==> src/rtl/dcc_bus_arb_if.sv <==
// Bus-request handshake between the DCC external masters, the main CPU and dcc_bus_arb.
// The arbiter uses the slave modport; the requesters/CPU side uses master.
interface dcc_bus_arb_if #(
    parameter int NCH = 2,
    parameter int OW  = (NCH > 1) ? $clog2(NCH) : 1
);
    logic [NCH-1:0] breq_n;
    logic [NCH-1:0] back_n;
    logic [NCH-1:0] preempt_n;
    logic           brls_n;
    logic           bgr_n;
    logic [OW-1:0]  owner;
    logic           busy;

    modport master (
        output breq_n, bgr_n,
        input  back_n, preempt_n, brls_n, owner, busy
    );

    modport slave (
        input  breq_n, bgr_n,
        output back_n, preempt_n, brls_n, owner, busy
    );
endinterface

==> src/rtl/dcc_bus_arb.sv <==
// N-channel bus-request arbiter: merges active-low requests into one CPU release request,
// routes the CPU grant back to the latched winner, with optional round-robin and tenure limit.
//   state | meaning
//   IDLE  | no owner, waiting for any request
//   REQ   | winner latched, BRLS_N low, waiting for grant
//   OWN   | grant held by owner, tenure counting
//   REL   | owner released, waiting for CPU to drop grant
module dcc_bus_arb #(
    parameter int NCH         = 2,
    parameter int ROUND_ROBIN = 0,
    parameter int TENURE_W    = 8,
    parameter int TENURE_MAX  = 0
) (
    input  logic           i_clk,
    input  logic           i_rst_n,
    input  logic           i_ce_r,
    input  logic           i_res_n,
    dcc_bus_arb_if.slave   bus
);
    localparam int OW = (NCH > 1) ? $clog2(NCH) : 1;
    localparam logic [TENURE_W-1:0] CNT_TOP = (TENURE_MAX == 0) ? {TENURE_W{1'b1}}
                                                                : TENURE_W'(TENURE_MAX);

    typedef enum logic [1:0] {S_IDLE, S_REQ, S_OWN, S_REL} state_t;

    state_t              r_state;
    logic [OW-1:0]       r_owner;
    logic [OW-1:0]       r_last;
    logic [TENURE_W-1:0] r_cnt;
    logic                r_brls_n;
    logic [NCH-1:0]      r_preempt_n;

    logic [NCH-1:0]      w_req;
    logic [NCH-1:0]      w_above_last;
    logic [NCH-1:0]      w_own_oh;
    logic [OW-1:0]       w_win;
    logic [TENURE_W-1:0] w_cnt_inc;
    logic                w_others;
    logic                w_pre_hit;
    logic                w_owner_req_n;
    logic [NCH-1:0]      w_back_n;

    function automatic logic [OW-1:0] f_lowest(input logic [NCH-1:0] v);
        f_lowest = '0;
        for (int i = NCH - 1; i >= 0; i--) begin
            if (v[i]) f_lowest = OW'(i);
        end
    endfunction

    // Round-robin: prefer requesters above the last owner, otherwise wrap to the lowest.
    always_comb begin
        w_req        = ~bus.breq_n;
        w_above_last = '0;
        for (int i = 0; i < NCH; i++) begin
            w_above_last[i] = (OW'(i) > r_last);
        end
        if ((ROUND_ROBIN != 0) && (|(w_req & w_above_last)))
            w_win = f_lowest(w_req & w_above_last);
        else
            w_win = f_lowest(w_req);
    end

    assign w_own_oh      = NCH'(1) << r_owner;
    assign w_owner_req_n = |(bus.breq_n & w_own_oh);
    assign w_others      = |(w_req & ~w_own_oh);
    assign w_cnt_inc     = (r_cnt == CNT_TOP) ? r_cnt : r_cnt + 1'b1;
    assign w_pre_hit     = (TENURE_MAX != 0) && (w_cnt_inc == CNT_TOP) && w_others;

    always_ff @(posedge i_clk or negedge i_rst_n) begin
        if (!i_rst_n) begin
            r_state     <= S_IDLE;
            r_owner     <= '0;
            r_last      <= OW'(NCH - 1);
            r_cnt       <= '0;
            r_brls_n    <= 1'b1;
            r_preempt_n <= '1;
        end else if (!i_res_n) begin
            r_state     <= S_IDLE;
            r_owner     <= '0;
            r_last      <= OW'(NCH - 1);
            r_cnt       <= '0;
            r_brls_n    <= 1'b1;
            r_preempt_n <= '1;
        end else if (i_ce_r) begin
            r_preempt_n <= '1;
            case (r_state)
                S_IDLE: begin
                    if (|w_req) begin
                        r_state  <= S_REQ;
                        r_owner  <= w_win;
                        r_cnt    <= '0;
                        r_brls_n <= 1'b0;
                    end
                end
                S_REQ: begin
                    if (w_owner_req_n) begin
                        r_state  <= S_IDLE;
                        r_brls_n <= 1'b1;
                    end else if (!bus.bgr_n) begin
                        r_state  <= S_OWN;
                    end
                end
                S_OWN: begin
                    r_cnt <= w_cnt_inc;
                    if (w_owner_req_n) begin
                        r_state  <= S_REL;
                        r_last   <= r_owner;
                        r_brls_n <= 1'b1;
                    end else if (w_pre_hit) begin
                        r_preempt_n <= ~w_own_oh;
                    end
                end
                S_REL: begin
                    if (bus.bgr_n) r_state <= S_IDLE;
                end
                default: r_state <= S_IDLE;
            endcase
        end
    end

    // Grant routing is combinational so the owner sees BGR_N without an extra tick.
    always_comb begin
        w_back_n = '1;
        if (((r_state == S_REQ) || (r_state == S_OWN)) && !bus.bgr_n)
            w_back_n = ~w_own_oh;
    end

    assign bus.back_n    = w_back_n;
    assign bus.preempt_n = r_preempt_n;
    assign bus.brls_n    = r_brls_n;
    assign bus.owner     = r_owner;
    assign bus.busy      = (r_state != S_IDLE);
endmodule

==> src/flat_wrapper.sv <==
// flat-port wrapper written by rule: the top's interface ports become plain ports
module dcc_bus_arb_flat 
#(
    parameter int NCH         = 2,
    parameter int ROUND_ROBIN = 0,
    parameter int TENURE_W    = 8,
    parameter int TENURE_MAX  = 0
)
  (i_clk, i_rst_n, i_ce_r, i_res_n, bus_breq_n, bus_bgr_n, bus_back_n, bus_preempt_n, bus_brls_n, bus_owner, bus_busy);
  dcc_bus_arb_if #(.NCH(NCH)) bus_i ();
  input  logic i_clk;
  input  logic i_rst_n;
  input  logic i_ce_r;
  input  logic i_res_n;
  input wire logic [$bits(bus_i.breq_n)-1:0] bus_breq_n;
  input wire logic [$bits(bus_i.bgr_n)-1:0] bus_bgr_n;
  output wire logic [$bits(bus_i.back_n)-1:0] bus_back_n;
  output wire logic [$bits(bus_i.preempt_n)-1:0] bus_preempt_n;
  output wire logic [$bits(bus_i.brls_n)-1:0] bus_brls_n;
  output wire logic [$bits(bus_i.owner)-1:0] bus_owner;
  output wire logic [$bits(bus_i.busy)-1:0] bus_busy;
  assign bus_i.breq_n = bus_breq_n;
  assign bus_i.bgr_n = bus_bgr_n;
  assign bus_back_n = bus_i.back_n;
  assign bus_preempt_n = bus_i.preempt_n;
  assign bus_brls_n = bus_i.brls_n;
  assign bus_owner = bus_i.owner;
  assign bus_busy = bus_i.busy;
  dcc_bus_arb #(.NCH(NCH), .ROUND_ROBIN(ROUND_ROBIN), .TENURE_W(TENURE_W), .TENURE_MAX(TENURE_MAX)) u_core (.i_clk(i_clk), .i_rst_n(i_rst_n), .i_ce_r(i_ce_r), .i_res_n(i_res_n), .bus(bus_i));
endmodule
==> config.mk <==
export PLATFORM = sky130hd
export DESIGN_NAME = dcc_bus_arb_flat
export DESIGN_NICKNAME = d
export VERILOG_FILES = /design/src/rtl/dcc_bus_arb_if.sv /design/src/rtl/dcc_bus_arb.sv /design/src/flat_wrapper.sv
export SDC_FILE = /design/constraint.sdc
export NUM_CORES = 1
export LEC_CHECK = 0
export CORE_AREA = 3 3 40 42
export DETAILED_ROUTE_END_ITERATION = 8
export DIE_AREA = 0 0 43 45
export PLACE_DENSITY = 0.59
export SKIP_CTS_REPAIR_TIMING = 1
export SYNTH_ARGS = -nofsm -noshare
export SYNTH_HDL_FRONTEND = slang
export SYNTH_SLANG_ARGS = --single-unit
==> constraint.sdc <==
create_clock -name i_clk -period 1.5 [get_ports i_clk]
set_clock_uncertainty 0.1 [all_clocks]
set_input_delay 0.15 -clock i_clk [delete_from_list [all_inputs] [get_ports i_clk]]
set_output_delay 0.15 -clock i_clk [all_outputs]
set_load 0.1 [all_outputs]
==> impl_metrics.ini <==
[power]
powerDensity_nw_per_um2 = 858
seqPwrFrac = 0.235
ir_drop_mv = 0.423
p_leak_nw = 0.302
p_int_mw = 0.347
pwr-share-comb = 0.526
power.switching_mw = 0.233
p_sw_frac = 0.402
clkPwrFrac = 0.239

[synth]
yosys.area_share.simple = 0.186
syn_area_um2 = 363
synthAdderAreaFrac = 0.172
avgSynthCellArea_um2 = 9.30
synth_xor_area_frac = 0
synth_warnings = 0
ys_ff_latch = 4
synth_top_family_by_area = compound AO/OA/AOI/OAI gates
seq_area_frac_synth = 0.279
synth-compound-area-share = 0.200
ys_types = 24
yosys-mux-area-fraction = 0.0690
synth_cells = 39

[cells_and_area]
drive_gt1_frac = 0.531
postLayoutCellArea_um2 = 677
fill_cells = 124
final_common_cell = buf_4
nNetsFinal = 77
final_cell_mix = buf_4, clkdlybuf4s50_1, buf_12
area_growth_syn_to_layout_pct = 86.6
post-route-util = 0.527
antenna_cells = 0
seq_area_um2 = 105
multi_input_area_um2 = 269

[routing]
ant_nets = 0
first_pass_iters = 4
drt_iter0_markers = 5
post_drt_wl_per_cell_um = 11.5
drt_wl_total_um = 909
via_per_inst = 4.66
vias = 368
drc = 0

[outcome]
violations = negative setup slack
status = finished with violations

[global_route]
use_met3 = 0.0319
grt_pass1_wl_mm = 1.50
grt.total_usage = 0.106
grt_max_degree = 6
grt_use_met1 = 0.114
grt_util_met2 = 0.189
antenna_found_initial = 0
grt_overflow = 0
grt_pass1_vias = 352
top_usage_layer = met2

[critical_path]
start_kind = register
slowest_stage = dfrtp_1
max_stage_delay_ps = 390
cp_num_buf_inv = 2
crit_type = reg -> out
critical_path_required_ps = 1250
rr_startpoint = u_core.r_state[1]$_DFFE_PN0P_
cp_cell_sequence = inv_2 > ha_4 > or3b_4 > buf_12
path_delay_family = flip-flops
cp_data_arrival_time_ps = 1500
startpoint = u_core.r_state[1]$_DFFE_PN0P_
critPathMaxFanout = 3
crit_path_end_kind = output pin

[floorplan]
ios = 14
floorplan.die_area_um2 = 1940
num_rows = 13
coreArea_um2 = 1280
die_h_um = 45
die_x_um = 43
initial_core_util = 0.282

[hold_path]
hold_path.class = in -> async

[sta]
worst_slack_ps = -252
drv_slew = 0
finalCriticalPeriod_ps = 1750
finalHoldViolations = 0
rsz0062_at_grt = true
post-route-period-util = 1.17
setup_viol = 4
fmax_mhz = 571

[placed_design]
portBuffers = 11
dpl_cell_area_um2 = 617
hpwl_um = 736
place_congestion = 0.819

[flow_run]
max_cap_violations = 0

[cts]
cts_sinks = 4
root_buffer = clkbuf_4
cts_tree = done
clk_latency_ps = 230
clockBufferDepth = 2
cts_buffers = 3
clk_pin_slew_ps = 40
cts_max_level = 1
## area by class of cell
cell class / instances / area share
clock buffers: 4 / 0.0388
inverters: 4 / 0.0222
multi-input cells: 30 / 0.397
flip-flops and latches: 4 / 0.155
well taps: 15 / 0.0277
repair buffers: 22 / 0.359
## synthesized netlist by cell type, drive strengths merged
master / number / area share
nor2: 2 / 0.028
a21oi: 2 / 0.028
nand3b: 1 / 0.021
or3b: 1 / 0.024
mux2: 1 / 0.041
mux2i: 1 / 0.028
a31oi: 1 / 0.017
o21ai: 3 / 0.041
nand2: 4 / 0.041
ha: 5 / 0.17
o22ai: 1 / 0.034
buf: 2 / 0.041
nand3: 1 / 0.014
dfstp: 1 / 0.072
dfrtp: 3 / 0.21
and4bb: 1 / 0.034
inv: 4 / 0.041
conb: 1 / 0.010
nand4b: 1 / 0.024
o221a: 1 / 0.031
o22a: 1 / 0.028
a21o: 1 / 0.021
## stage by stage
stage / hold slack, ps / power [mW] / setup WS (ps) / setup TNS (ps) / cells
final: 26.5 / 0.581 / -252 / -481 / 79
after floorplan: -246 / 0.319 / -217 / -234 / 40
after global routing: 29.4 / 0.622 / -290 / -757 / 79
after global placement: 267 / 0.435 / -25.9 / -39.3 / 73
after CTS: 22.6 / 0.582 / -272 / -472 / 77
after detailed placement: 272 / 0.436 / -21.9 / -36.0 / 73
## path summary, 6_finish.rpt
kind | cells after the start | slack (ps) | to
min in group i_clk | 2 | 500 | u_core.bus.brls_n$_DFFE_PN1P_
worst min register to register | 2 | 500 | u_core.bus.brls_n$_DFFE_PN1P_
max in group asynchronous | 1 | 1030 | u_core.bus.brls_n$_DFFE_PN1P_
worst max register to register | 8 | -90 | u_core.r_state[0]$_DFFE_PN0P_
worst max-delay path | 4 | -250 | bus_back_n[0]
worst min-delay path | 1 | 30 | u_core.r_state[1]$_DFFE_PN0P_
## routing by layer
metal,share of wire,vias to the layer above
met4,0.021,0
met3,0.067,2
met5,0,-
li1,-,183
met1,0.39,166
met2,0.52,17
## state kept, by name, summed over array words and instances (netlist names)
signal             flops
u_core.bus.brls_n      1
u_core.bus.owner       1
u_core.r_state         2
## power by group through the flow
stage	clock network (mW)	logic (mW)	registers, mW
2_1_floorplan	0	0.137	0.181
3_3_place_gp	0	0.297	0.138
3_5_place_dp	0	0.297	0.138
4_1_cts	0.147	0.298	0.137
5_1_grt	0.162	0.322	0.138
6_report	0.139	0.305	0.137
## cells by family after synthesis
kind of cell    count (synthesis)
compound gates                 10
other cells                     1
fa+ha+maj                       5
flops                           4
buf+inv                         6
mux                             2
simple gates                   11
Power figures use the tool's default switching activity.
